==> src/rtl/mux_sel_pipe.sv <==
// rtl/mux_sel_pipe.sv - pipelined N_IN-way operand selector with illegal-code flagging
// Optional skid buffer: define MUX_SEL_SKID_EN to add a second storage entry and
// a registered in_ready (no combinational out_ready -> in_ready path).
module mux_sel_pipe #(
    parameter int              WIDTH      = 18,
    parameter int              N_IN       = 8,
    parameter logic [N_IN-1:0] LEGAL_MASK = 8'b0111_0111,
    parameter int              ERR_CNT_W  = 8,
    parameter int              SEL_W      = (N_IN > 1) ? $clog2(N_IN) : 1
) (
    input  logic                  clk,
    input  logic                  rst,
    input  logic [N_IN*WIDTH-1:0] in_data,
    input  logic [SEL_W-1:0]      in_sel,
    input  logic                  in_valid,
    output logic                  in_ready,
    output logic [WIDTH-1:0]      out_data,
    output logic                  out_err,
    output logic                  out_valid,
    input  logic                  out_ready,
    output logic [ERR_CNT_W-1:0]  err_cnt
);

`ifdef MUX_SEL_SKID_EN
    typedef enum logic [1:0] {ST_EMPTY, ST_ONE, ST_TWO} state_t;
`else
    typedef enum logic [1:0] {ST_EMPTY, ST_ONE} state_t;
`endif

    state_t                state_q, state_d;
    logic [WIDTH-1:0]      out_data_q;
    logic                  out_err_q;
    logic [ERR_CNT_W-1:0]  err_cnt_q, err_cnt_d;

    logic                  sel_legal;
    logic [WIDTH-1:0]      sel_data;
    logic [WIDTH-1:0]      new_data;
    logic                  new_err;
    logic                  accept;
    logic                  retire;
    logic                  load_out_new;

`ifdef MUX_SEL_SKID_EN
    logic [WIDTH-1:0]      skid_data_q;
    logic                  skid_err_q;
    logic                  in_ready_q;
    logic                  load_out_skid;
    logic                  load_skid;
`endif

    // Decode the select code; codes beyond N_IN-1 fall through as illegal
    always_comb begin
        sel_legal = 1'b0;
        sel_data  = '0;
        for (int k = 0; k < N_IN; k++) begin
            if (in_sel == SEL_W'(k)) begin
                sel_legal = LEGAL_MASK[k];
                sel_data  = in_data[k*WIDTH +: WIDTH];
            end
        end
        new_data = sel_legal ? sel_data : '0;
        new_err  = !sel_legal;
    end

    assign out_valid = (state_q != ST_EMPTY);
    assign out_data  = out_data_q;
    assign out_err   = out_err_q;
    assign err_cnt   = err_cnt_q;
    assign retire    = out_valid && out_ready;
    assign accept    = in_valid && in_ready;

`ifdef MUX_SEL_SKID_EN
    // Ready comes from a flop so the consumer's ready never reaches the producer
    assign in_ready = in_ready_q && !rst;
`else
    assign in_ready = !rst && (!out_valid || out_ready);
`endif

    // Next-state and load-enable decode for the storage entries
    always_comb begin
        state_d      = state_q;
        load_out_new = 1'b0;
`ifdef MUX_SEL_SKID_EN
        load_out_skid = 1'b0;
        load_skid     = 1'b0;
`endif
        case (state_q)
            ST_EMPTY: begin
                if (accept) begin
                    state_d      = ST_ONE;
                    load_out_new = 1'b1;
                end
            end
            ST_ONE: begin
                if (accept && retire) begin
                    load_out_new = 1'b1;
                end else if (accept) begin
`ifdef MUX_SEL_SKID_EN
                    state_d   = ST_TWO;
                    load_skid = 1'b1;
`endif
                end else if (retire) begin
                    state_d = ST_EMPTY;
                end
            end
`ifdef MUX_SEL_SKID_EN
            ST_TWO: begin
                if (retire) begin
                    state_d       = ST_ONE;
                    load_out_skid = 1'b1;
                end
            end
`endif
            default: state_d = ST_EMPTY;
        endcase
    end

    // Saturating count of accepted illegal-code beats
    always_comb begin
        err_cnt_d = err_cnt_q;
        if (accept && new_err && (err_cnt_q != {ERR_CNT_W{1'b1}})) begin
            err_cnt_d = err_cnt_q + 1'b1;
        end
    end

    // State, output register and error counter
    always_ff @(posedge clk) begin
        if (rst) begin
            state_q    <= ST_EMPTY;
            out_data_q <= '0;
            out_err_q  <= 1'b0;
            err_cnt_q  <= '0;
        end else begin
            state_q   <= state_d;
            err_cnt_q <= err_cnt_d;
            if (load_out_new) begin
                out_data_q <= new_data;
                out_err_q  <= new_err;
            end
`ifdef MUX_SEL_SKID_EN
            else if (load_out_skid) begin
                out_data_q <= skid_data_q;
                out_err_q  <= skid_err_q;
            end
`endif
        end
    end

`ifdef MUX_SEL_SKID_EN
    // Skid entry and registered ready: ready drops only once both entries are full
    always_ff @(posedge clk) begin
        if (rst) begin
            skid_data_q <= '0;
            skid_err_q  <= 1'b0;
            in_ready_q  <= 1'b1;
        end else begin
            in_ready_q <= (state_d != ST_TWO);
            if (load_skid) begin
                skid_data_q <= new_data;
                skid_err_q  <= new_err;
            end
        end
    end
`endif

endmodule
==> config.mk <==
export PLATFORM = sky130hd
export DESIGN_NAME = mux_sel_pipe
export DESIGN_NICKNAME = d
export VERILOG_FILES = /design/src/rtl/mux_sel_pipe.sv
export SDC_FILE = /design/constraint.sdc
export NUM_CORES = 1
export LEC_CHECK = 0
export ABC_AREA = 0
export CAP_MARGIN = 30
export CELL_PAD_IN_SITES_DETAIL_PLACEMENT = 0
export CELL_PAD_IN_SITES_GLOBAL_PLACEMENT = 1
export CORE_AREA = 2 2 90 135
export CTS_CLUSTER_SIZE = 30
export DETAILED_ROUTE_END_ITERATION = 7
export DIE_AREA = 0 0 92 137
export PLACE_DENSITY_LB_ADDON = 0.1
export REMOVE_ABC_BUFFERS = 1
export SYNTH_ARGS = -nofsm -noshare
export SYNTH_HDL_FRONTEND = slang
export SYNTH_SLANG_ARGS = --single-unit
==> constraint.sdc <==
create_clock -name clk -period 1.7 [get_ports clk]
set_input_delay 0.34 -clock clk [delete_from_list [all_inputs] [get_ports clk]]
set_output_delay 0.34 -clock clk [all_outputs]
set_load 0.05 [all_outputs]
Word level (Yosys, flattened, before mapping)
Index checks and enable logic that the tools add are counted.
- add/sub/neg operators: 1
- eq/ne operators: 13
- multiplexer cells: 25
- reductions and logical operators: 14
- operators with widths (operator ; count):
    18-bit two-way mux ; 9
    3-bit == test (second input constant) ; 4
    1-bit two-way mux ; 10
    8-bit by 1-bit adder with 8-bit output (second input constant) ; 1
    2-bit two-way mux ; 4
    2-bit != test (second input constant) ; 4
    8-bit != test (second input constant) ; 1
    3-bit by 2-bit == test with 1-bit output (second input constant) ; 2
    1-bit logical AND ; 6
    2-bit case mux with 2 select lines ; 1
    4-bit AND reduction ; 1
    3-bit by 1-bit == test with 1-bit output (second input constant) ; 1
    1-bit zero test ; 3
    3-bit zero test ; 1
    2-bit by 1-bit == test with 1-bit output (second input constant) ; 1
    2-bit zero test ; 1
    1-bit case mux with 2 select lines ; 1
    2-bit nonzero test ; 1
    1-bit logical OR ; 1
- bits in registers: 29
- input bits: 151
- output and inout port bits: 29
- logic and storage cells: 57

Depth between registers and ports, before layout
- word-level depth: 12
- depth in mapped cells: 7
- depth with buffers taken out: 5

Worst setup path before layout
No wires, ideal clock.
- path kind: reg2reg
- from: reg state_q[0]
- to: reg err_cnt_q[4], in the netlist err_cnt[4]
- library setup time: 0.070 ns
- arrival: 1.883 ns
- data required time: 1.630 ns
- setup slack: -0.253 ns
- cell stages (with the launch flop): 7
- path buffers: 2
- cells stage by stage: dfxtp_1 -> nor2b_4 -> buf_6 -> or3_1 -> buf_2 -> or4_1 -> a21oi_1
- word-level cells in the longest chain between the ends: 7
- RTL lines (element ; line ; RTL):
    start: declaration ; 30 ; state_t state_q, state_d;
    start signal: assignment ; 134 ; state_q <= state_d;
    2-bit nonzero test ; 65 ; assign out_valid = (state_q != ST_EMPTY);
    1-bit zero test ; 76 ; assign in_ready = !rst && (!out_valid || out_ready);
    1-bit logical OR ; 76 ;
    1-bit logical AND ; 76 ;
    1-bit logical AND ; 70 ; assign accept = in_valid && in_ready;
    1-bit logical AND (2 in a row) ; 121 ; if (accept && new_err && (err_cnt_q != {ERR_CNT_W{1'b1}})) begin
    end signal: assignment ; 135 ; err_cnt_q <= err_cnt_d;
    end: declaration ; 33 ; logic [ERR_CNT_W-1:0] err_cnt_q, err_cnt_d;
No other way between the ends.
A chain may end at the register's enable or synchronous reset.

Worst setup path in the final report
- from: in in_sel[0]
- to: reg out_data_q[11], in the netlist out_data[11]
- word-level cells in the longest chain between the ends: 10
- elaborated cells between the ends (all ways): 25
- RTL lines (element ; line ; RTL):
    start: declaration ; 14 ; input logic [SEL_W-1:0] in_sel,
    3-bit zero test ; 56 ; if (in_sel == SEL_W'(k)) begin
    18-bit two-way mux or 1-bit two-way mux (tied branches) (8 in a row) ; 56 ;
    18-bit two-way mux * ; 61 ; new_data = sel_legal ? sel_data : '0;
    end signal: assignment ; 137 ; out_data_q <= new_data;
    end: declaration ; 31 ; logic [WIDTH-1:0] out_data_q;
Every way passes the cells marked *; elsewhere a longest branch is shown, timed or not.

==> flow_summary_export.csv <==
group,metric,value,unit
synthesis,async_flop_share,0,%
critical_path,r2r-start,"state_q[0]",
drt,drtIter0Drc,89,
clock_tree,cts_buffers,3,
power_and_ir_drop,power.density,527.8,nW/um^2
timing,final_hold_viol_count,0,
placement,io_buffers,152,
worst_hold_path,hold_path_end,"out_data[16]",
global_route,grt_util_met2,29.70,%
global_route,grt_max_degree,22,
global_route,grt_first_pass_wirelength,14210,um
timing,post-route-period-util,92.75,%
timing,max_slew.worst_pin.slew,0.5286,ns
clock_tree,clk_pin_slew,0.07,ns
drt,routedWlPerCell,16.72,um
synthesis,synth_largest_area_cell,"dfxtp_1",
job,cap_violations,0,
synthesis,synth.avg_cell_area,8.118,um^2
drt,drcViolationCount,0,
critical_path,critPathKind,"primary input to flip-flop",
floorplanning,row_count,48,
timing,setup_viol,0,
global_route,grt.overflow.total,0,
placement,place.gp.congestion,0.7724,
global_route,use_met1,15.18,%
clock_tree,htree_levels,1,
synthesis,ys.flop_type,"dfxtp_1",
critical_path,required,1.86,ns
floorplanning,io_pins,180,
run_status,outcome,"complete, no violations",
critical_path,arrival,1.73,ns
worst_hold_path,whs_path_depth,2,
power_and_ir_drop,power.leakage,1.588,nW
final_layout,fin_cells,571,
power_and_ir_drop,peakVddDrop,0.0003481,V
drt,firstDrtPassIters,5,
critical_path,end_kind,"flip-flop",
critical_path,reg2reg_slack,0.15,ns
global_route,busiest_layer,"met2",
floorplanning,core,11410,um^2
timing,min_period,1.577,ns
final_layout,antenna_cells,0,
synthesis,seq_area_frac_synth,26.56,%
global_route,antenna_found_initial,0,
drt,avgViaCountPerCell,4.625,
timing,finalMaxSlewViolations,0,
global_route,grt.met3_usage,2.643,%
timing,maxSlewHeadroom,64.44,%
worst_hold_path,min_from,"out_data[16]",
synthesis,yosysWarnings,0,
clock_tree,cts-root-buf,"clkbuf_16",
critical_path,start_kind,"primary input",
floorplanning,die_w,92,um
critical_path,r2r_cells,5,
clock_tree,cts_tree,"built",
clock_tree,clk-insertion-delay-late,0.27,ns
placement,placed_cells,567,
critical_path,regToRegEndpoint,"err_cnt[6]",
synthesis,synth_cell_types,46,
power_and_ir_drop,power,0.002148,W
drt,wirelength,9546,um
timing,skew,0.007318,ns
synthesis,synth-seq-cells,28,
final_layout,nNetsFinal,574,
synthesis,synth_commonest_cells,"dfxtp_1 (28), o21ai_0 (27), mux2i_1 (26), nand2_1 (17), nor2_1 (17)",
drt,vias,2641,
synthesis,synth_top_area_share,26.56,%
synthesis,syn_inst,260,
worst_hold_path,hp-class,"flip-flop to flip-flop",
synthesis,synth.area.top_cells,"dfxtp_1 (27%), mux2i_1 (12%), o21ai_0 (6.4%)",
timing,timing.hold.ws,0.4440,ns
clock_tree,post_cts_buffers,0,
synthesis,netlist_area,2111,um^2
clock_tree,clkSinkCount,28,
critical_path,path_max_fanout,16,
floorplanning,fp.dieH,137,um
final_layout,drive_above_1_share,20.67,%
clock_tree,cts.path.max_buffers,2,
floorplanning,die_area,12600,um^2
timing,rsz0062_at_grt,"false",
global_route,grtUsageTotal,14.75,%
synthesis,yosysMostFrequentCell,"dfxtp_1",
global_route,grt_pass1_vias,2690,
placement,dp_hpwl,8042,um
synthesis,synth_edf_count,0,
floorplanning,initial_core_util,18.50,%
clock_tree,cts_hold_buf,0,
final_layout,area_delta_synth_final,92.83,%
final_layout,fill_cells,1201,
timing,max_freq,0.6342,GHz
drt,ant_nets,0,
-- flip-flops by register name, indices dropped and copies added, names as in the netlist --
name      cells
out_data     18
err_cnt       8
out_err       1
state_q       1
-- layer usage --
layer	wire [um]	part of all wire (%)	vias to the layer above
met3	534	5.6	9
met2	5395	57	99
met5	0	0	-
met1	3461	36	1208
met4	154	1.6	0
li1	-	-	1325
-- worst max-delay path, cell delays in order --
cell and delay, ns:
dlygate4sd2_1 0.27, buf_6 0.21, mux4_2 0.52, a22oi_1 0.27
a211oi_1 0.11
-- worst max path at each step --
stage | from | to | slack (ns) | depth (start not counted)
finish | in_sel[0] | out_data[11] | 0.12 | 5
global placement | in_sel[0] | out_data[6] | -0.47 | 6
global route | in_sel[2] | out_data[12] | 0.02 | 6
detailed placement | in_sel[0] | out_data[1] | -0.48 | 6
CTS | rst | err_cnt[0] | 0.005 | 6
floorplan | state_q[0] | out_data[10] | -0.48 | 4
-- logic make-up after synthesis --
logic type | Yosys count | synth area share (%)
simple gates | 64 | 15.29
flops | 28 | 26.56
mux | 34 | 17.66
buf+inv | 31 | 6.580
fa+ha+maj | 1 | 0.5927
compound gates | 102 | 33.31
-- timing repair --
action / in CTS / in global routing
pin swaps: 1 / 1
endpoints found under the setup margin: 23 / 7
resized for setup: 11 / 7
gates cloned: 0 / 0
-- layout by cell type (no fill, tap or decap), types with 5 or more instances in the layout --
cell type and n:
clkdlybuf4s50_1 117, a22oi_1 9, a2bb2oi_1 8, nor2_1 15, nor3_1 5, mux2i_1 26, a21oi_1 15, o21ai_0 27
dfxtp_1 28, a211oi_1 5, o211ai_1 9, buf_4 50, buf_12 6, inv_1 7, nand2_1 16, mux2_2 6
-- metrics by stage --
| stage | setup TNS [ns] | setup WS [ns] | cell area (um^2) | util (%) |
|---|---|---|---|---|
| 2_1_floorplan | -7.771 | -0.4828 | 1998 | - |
| 6_report | 0 | 0.1233 | 4070 | 35.67 |
| 3_5_place_dp | -10.22 | -0.4828 | 3928 | 34.42 |
| 3_3_place_gp | -10.18 | -0.4696 | 3928 | 34.42 |
| 5_1_grt | 0 | 0.02470 | 4070 | 35.67 |
| 4_1_cts | 0 | 0.005000 | 4038 | 35.38 |
-- power breakdown --
part,switching [W],total (W),internal (W)
Sequential,0.0000181,0.000705,0.000687
Combinational,0.000375,0.000839,0.000463
Clock,0.000243,0.000605,0.000362
-- layout make-up --
class,count,area (um^2),area share (%)
sequential,28,560.5,13.77
timing repair buffer,181,1742,42.79
multi-input combinational,201,1465,36.00
tap,150,187.7,4.611
clock buffer,4,88.84,2.183
inverter,7,26.28,0.6456
(Power assumes the default switching activity.)
